--- src/rtl/jk_counter_nbit.sv ---
// rtl/jk_counter_nbit.sv - parametrised modulo-N up/down counter with load, wrap/saturate, tc, wrap pulse and sticky ovf
// Optional Gray-coded output enabled by defining JK_COUNTER_GRAY_OUT_EN.
module jk_counter_nbit #(
  parameter int unsigned     WIDTH    = 4,
  parameter longint unsigned MODULUS  = 16,
  parameter int unsigned     SATURATE = 0
) (
  input  logic             clk,
  input  logic             rst,
  input  logic             en,
  input  logic             up,
  input  logic             load,
  input  logic [WIDTH-1:0] load_val,
  output logic [WIDTH-1:0] q,
  output logic             tc,
  output logic             wrap,
  output logic             ovf
`ifdef JK_COUNTER_GRAY_OUT_EN
  ,
  output logic [WIDTH-1:0] gray_q
`endif
);

  // Highest legal count; loads above it clamp here.
  localparam logic [WIDTH-1:0] MAX_VAL = WIDTH'(MODULUS - 64'd1);
  localparam bit               SAT_EN  = (SATURATE != 0);

  // Parameter legality, caught at elaboration.
  if (WIDTH < 1 || WIDTH > 32) begin : g_bad_width
    $error("jk_counter_nbit: WIDTH must be 1..32");
  end
  if (MODULUS < 64'd2 || MODULUS > (64'd1 << WIDTH)) begin : g_bad_modulus
    $error("jk_counter_nbit: MODULUS must be 2..2**WIDTH");
  end
`ifdef JK_COUNTER_GRAY_OUT_EN
  if (MODULUS != (64'd1 << WIDTH)) begin : g_bad_gray
    $error("jk_counter_nbit: Gray output requires MODULUS == 2**WIDTH");
  end
`endif

  logic [WIDTH-1:0] count_q, count_d;
  logic             wrap_q, wrap_d;
  logic             ovf_q, ovf_d;
  logic             at_top, at_bot;

  assign at_top = (count_q == MAX_VAL);
  assign at_bot = (count_q == '0);

  // Next-state: load beats count; a boundary hit either wraps or holds and always flags wrap/ovf.
  always_comb begin
    count_d = count_q;
    wrap_d  = 1'b0;
    ovf_d   = ovf_q;
    if (load) begin
      count_d = (load_val > MAX_VAL) ? MAX_VAL : load_val;
    end else if (en) begin
      if (up) begin
        if (at_top) begin
          wrap_d  = 1'b1;
          ovf_d   = 1'b1;
          count_d = SAT_EN ? count_q : '0;
        end else begin
          count_d = count_q + 1'b1;
        end
      end else begin
        if (at_bot) begin
          wrap_d  = 1'b1;
          ovf_d   = 1'b1;
          count_d = SAT_EN ? count_q : MAX_VAL;
        end else begin
          count_d = count_q - 1'b1;
        end
      end
    end
  end

  // State register with synchronous active-high reset.
  always_ff @(posedge clk) begin
    if (rst) begin
      count_q <= '0;
      wrap_q  <= 1'b0;
      ovf_q   <= 1'b0;
    end else begin
      count_q <= count_d;
      wrap_q  <= wrap_d;
      ovf_q   <= ovf_d;
    end
  end

  assign q    = count_q;
  assign wrap = wrap_q;
  assign ovf  = ovf_q;
  // Combinational carry-out for chaining into the next stage's en.
  assign tc   = en & ((up & at_top) | (~up & at_bot));

`ifdef JK_COUNTER_GRAY_OUT_EN
  logic [WIDTH-1:0] gray_reg_q, gray_d;

  assign gray_d = count_d ^ (count_d >> 1);

  // Gray register tracks the next count so it always equals gray(q).
  always_ff @(posedge clk) begin
    if (rst) begin
      gray_reg_q <= '0;
    end else begin
      gray_reg_q <= gray_d;
    end
  end

  assign gray_q = gray_reg_q;
`endif

endmodule
--- config.mk ---
export PLATFORM = sky130hd
export DESIGN_NAME = jk_counter_nbit
export DESIGN_NICKNAME = d
export VERILOG_FILES = /design/src/rtl/jk_counter_nbit.sv
export SDC_FILE = /design/constraint.sdc
export NUM_CORES = 1
export LEC_CHECK = 0
export ABC_AREA = 1
export CAP_MARGIN = 25
export CORE_AREA = 2 2 39 41
export CTS_CLUSTER_SIZE = 28
export DETAILED_ROUTE_END_ITERATION = 10
export DIE_AREA = 0 0 41 43
export HOLD_SLACK_MARGIN = 0.12
export PLACE_DENSITY = 0.68
export SYNTH_ARGS = -nofsm -noshare
export SYNTH_HDL_FRONTEND = slang
export SYNTH_SLANG_ARGS = --single-unit
export TNS_END_PERCENT = 50
--- constraint.sdc ---
create_clock -name clk -period 1.65 [get_ports clk]
set_input_delay 0.33 -clock clk [delete_from_list [all_inputs] [get_ports clk]]
set_output_delay 0.33 -clock clk [all_outputs]
set_load 0.01 [all_outputs]
; ---- After elaboration in Yosys (flattened, before gate mapping)
; Index checks and enable logic that the tools add are counted.
[word_totals]
regBits = 6
inputBits = 9
[op_classes]
add_sub_neg = 2
magnitude_cmp = 1
eq_ne = 2
n_mux = 12
bitwise = 7
n_reduce_logical = 5
[op_table]
columns = cell, count
row1 = $mux W4, 6
row2 = $mux W1, 6
row3 = $add A4 B1 Y4 const B, 1
row4 = $eq A4 B4 Y1 const B, 1
row5 = $gt A4 B4 Y1 const B, 1
row6 = $logic_not A4 Y1, 1
row7 = $reduce_and A4 Y1, 1
row8 = $reduce_bool A2 Y1, 2
row9 = $sub A4 B1 Y4 const B, 1
row10 = $and A1 B1 Y1, 3
row11 = $not A1 Y1, 3
row12 = $reduce_or A3 Y1, 1
row13 = $ne A2 B1 Y1 const B, 1
row14 = $or A1 B1 Y1, 1

; ---- Logic depth before layout (Yosys ltp)
[logic_depth]
word_depth = 5
ltp_mapped = 8
ltp_nobuf = 8

; ---- Worst setup path before layout
; OpenSTA, ideal clock, no wires.
[synth_path]
path_type = reg2out
from = register count_q[0] (netlist: q[0])
to = output port tc
arrival_time_ns = 1.062
t_required_ns = 1.320
path_slack_ns = 0.258
path_stages_with_launch = 7
cell_sequence = dfxtp_1 inv_1 ha_1 nand3_1 a21oi_1 nand2_1 inv_1
[synth_via]
elab_chain_cells = 4
[synth_lines]
columns = item, line_no
row1 = start: declaration, 41  ; logic [WIDTH-1:0] count_q, count_d;
row2 = start signal: assignment, 84  ; count_q <= count_d;
row3 = $eq A4 B4 Y1 / $logic_not A4 Y1 (equally long branches), "46, 47"
row4 = $and A1 B1 Y1, 94  ; assign tc = en & ((up & at_top) | (~up & at_bot));
row5 = $or A1 B1 Y1 (*), 94
row6 = $and A1 B1 Y1 (*), 94
row7 = end: declaration, 15  ; output logic tc,
; Mark *: on every way between the ends. The rest lies on a longest branch, timed or not.

; ---- Worst setup path after layout
[layout_path]
from = register count_q[3] (netlist: q[3])
to = output port q[3]
[layout_rtl]
columns = item, line_no
row1 = end: declaration, 14  ; output logic [WIDTH-1:0] q,
; No word-level cell between the ends.

==> impl_metrics.csv <==
group,metric,value,unit
sta,max_freq,622.2,MHz
drt,drc,0,
synth,syn_nets,69,
floorplan,die-area,0.001763,mm²
placed_design,portBuffers,15,
worst_setup_path,cp-startpoint,"q[3]$_SDFFE_PP0P_",
finish,syn_to_final_growth,89.87,%
sta,fin_worst_skew,0.002825,ns
worst_setup_path,worstPathMaxFanout,4,
power,leakage,0.3611,nW
drt,via_per_inst,4.642,
synth,ys_seq_area_share,30.38,%
clock_tree,cts_root_buffer,"clkbuf_4",
synth,postSynthAreaPerCell,6.817,µm²
job,maxCapViolCount,0,
drt,wire_per_inst,11.22,µm
worst_setup_path,path_class,"flop to output port",
power,finalPower,0.4927,mW
status,outcome,"finished clean",
floorplan,die_x,41,µm
grt,grt_pass1_wl,1876,µm
floorplan,core-area,0.001384,mm²
finish,nets,106,
drt,antenna_left,0,
grt,grt_max_degree,7,
clock_tree,cts_buffers,3,
power,ir_drop,0.2690,mV
clock_tree,insertion_delay,0.26,ns
drt,drt-total-wl,1223,µm
clock_tree,clkTransAtPathRegs,0.05,ns
min_path,min_path_type,"flop to flop",
worst_setup_path,end_kind,"output port",
sta,setup_tns,0,ns
synth,ys_ff_latch,6,
sta,finalMaxSlewViolations,0,
worst_setup_path,arrival,1.28,ns
floorplan,start_util,28.57,%
floorplan,io_pins,16,
synth,syn_inst,58,
sta,hold_violations,0,
finish,multiInputGateArea,266.5,µm²
sta,setup_viol,0,
grt,grt_usage,15.25,%
grt,antenna_found_initial,0,
finish,ff_latch_area,122.6,µm²
grt,grt_overflow_total,0,
drt,dr_total_vias,506,
grt,grt_pass1_vias,469,
clock_tree,h-tree-depth,1,
synth,ys_warn_count,0,
worst_setup_path,cp.required,1.32,ns
clock_tree,cts_hold_buf,0,
sta,period_needed,1.607,ns
placed_design,dp_hpwl,836.1,µm
floorplan,fp-row-count,14,
sta,relSlewSlack,81.99,%
worst_setup_path,startpoint_type,"flop",
clock_tree,cts_buffer_depth,2,
sta,fin_crit_sh,97.40,%
clock_tree,cts_tree,"built",
min_path,hold_start,"ovf$_SDFFE_PP0P_",
worst_setup_path,r2r_setup_slack,0.43,ns
sta,worst_pin_slew,0.2693,ns
power,power_density,656.3,mW/mm²
finish,n_antenna_cell,0,
drt,drt_pass1_iterations,4,
synth,synth_cell_type_count,17,
finish,n_fill_cell,134,
finish,drive_above_1_share,39.78,%
floorplan,die_h,43,µm
synth,syn_area,395.4,µm²
placed_design,place_congestion,0.7837,
clock_tree,cts.sinks,6,
drt,drtIter0Drc,11,
worst_setup_path,r2r_start,"q[1]$_SDFFE_PP0P_",
==> metrics by stage <==
| step | instances | worst slack (ns) | hold slack [ns] | utilization, % | instance area, µm² |
|---|---|---|---|---|---|
| floorplan | 58 | 0.2581 | 0.3991 | - | 395.4 |
| global placement | 103 | -0.4068 | 0.4585 | 48.19 | 666.9 |
| detailed placement | 103 | -0.4202 | 0.4796 | 48.19 | 666.9 |
| CTS | 108 | 0.006450 | 0.4936 | 51.27 | 709.4 |
| global route | 109 | -0.004052 | 0.5262 | 54.25 | 750.7 |
| finish | 109 | 0.04288 | 0.4841 | 54.25 | 750.7 |
==> flip-flops by register name, indices dropped and copies added (netlist names) <==
signal and flops:
wrap 1, ovf 1, q 4
==> what timing repair did <==
item	CTS	global route
buffers inserted	2	1
resized for setup	8	12
pin swaps	3	5
endpoints found under the setup margin	2	1
==> cell usage in the layout (no fill, tap or decap) <==
cell             netlist  routed
buf_4                  0      17
nand2_1               16      15
clkdlybuf4s50_1        0      12
inv_2                  1       5
nand3_1                6       5
inv_1                  8       4
a21oi_1                5       4
dfxtp_1                6       4
clkbuf_4               0       3
nor2_2                 2       2
a22oi_1                2       2
nand4_1                2       2
nor2_1                 2       2
ha_4                   0       2
dfxtp_2                0       2
nand3_2                0       1
a21oi_2                0       1
nand2_2                0       1
xor2_1                 1       1
xnor2_1                1       1
a31oi_1                1       1
a31o_1                 1       1
nor3_2                 1       1
dlymetal6s2s_1         0       1
dlygate4sd2_1          0       1
buf_2                  0       1
buf_6                  1       1
==> area by class of cell <==
class,instances,area share (%)
Tap cell,16,2.667
Multi-Input combinational cell,42,35.50
Clock buffer,3,3.000
Inverter,9,4.500
Sequential cell,6,16.33
Timing Repair Buffer,33,38.00
==> cell families after synthesis <==
group | synth area share, %
flops | 30.38
buf+inv | 11.39
xor+xnor | 4.431
fa+ha+maj | 6.328
compound gates | 13.92
simple gates | 33.55
==> synth_stat cells <==
cell      n  share of area, %
nand4_1   2               3.2
dfxtp_1   6                30
nor2_1    2               1.9
nand2_1  16                15
nor3_2    1               2.5
a21oi_1   5               6.3
xnor2_1   1               2.2
ha_1      2               6.3
a31o_1    1               2.2
nand3_1   6               7.6
a22oi_1   2               3.8
inv_1     8               7.6
a31oi_1   1               1.6
buf_6     1               2.8
inv_2     1              0.95
xor2_1    1               2.2
nor2_2    2               3.2
==> critical path, stage by stage, from the launching register on <==
cell and delay (ns):
dfxtp_1 0.37, buf_4 0.13, clkdlybuf4s50_1 0.52
==> power by group <==
| part | internal [mW] | switching [mW] |
|---|---|---|
| Sequential | 0.155 | 0.00711 |
| Combinational | 0.102 | 0.0796 |
| Clock | 0.0831 | 0.0654 |
| Total | 0.341 | 0.152 |
==> layer usage <==
layer | vias to the layer above | GRT usage (%) | share of wire, % | wire length (µm)
li1 | 261 | - | - | -
met1 | 229 | 17.95 | 44 | 534
met2 | 13 | 26.25 | 52 | 630
met3 | 3 | 1.571 | 3.0 | 37
met4 | 0 | 6.000 | 1.6 | 20
met5 | - | 0 | 0 | 0
==> path summary, 6_finish.rpt <==
path                            end  cells past startpoint
setup / recovery               q[3]                      2
hold / removal     ovf$_SDFFE_PP0P_                      2
setup reg to reg  q[3]$_SDFFE_PP0P_                      9
hold reg to reg    ovf$_SDFFE_PP0P_                      2
No activity file was read; power rests on OpenSTA's default activity.
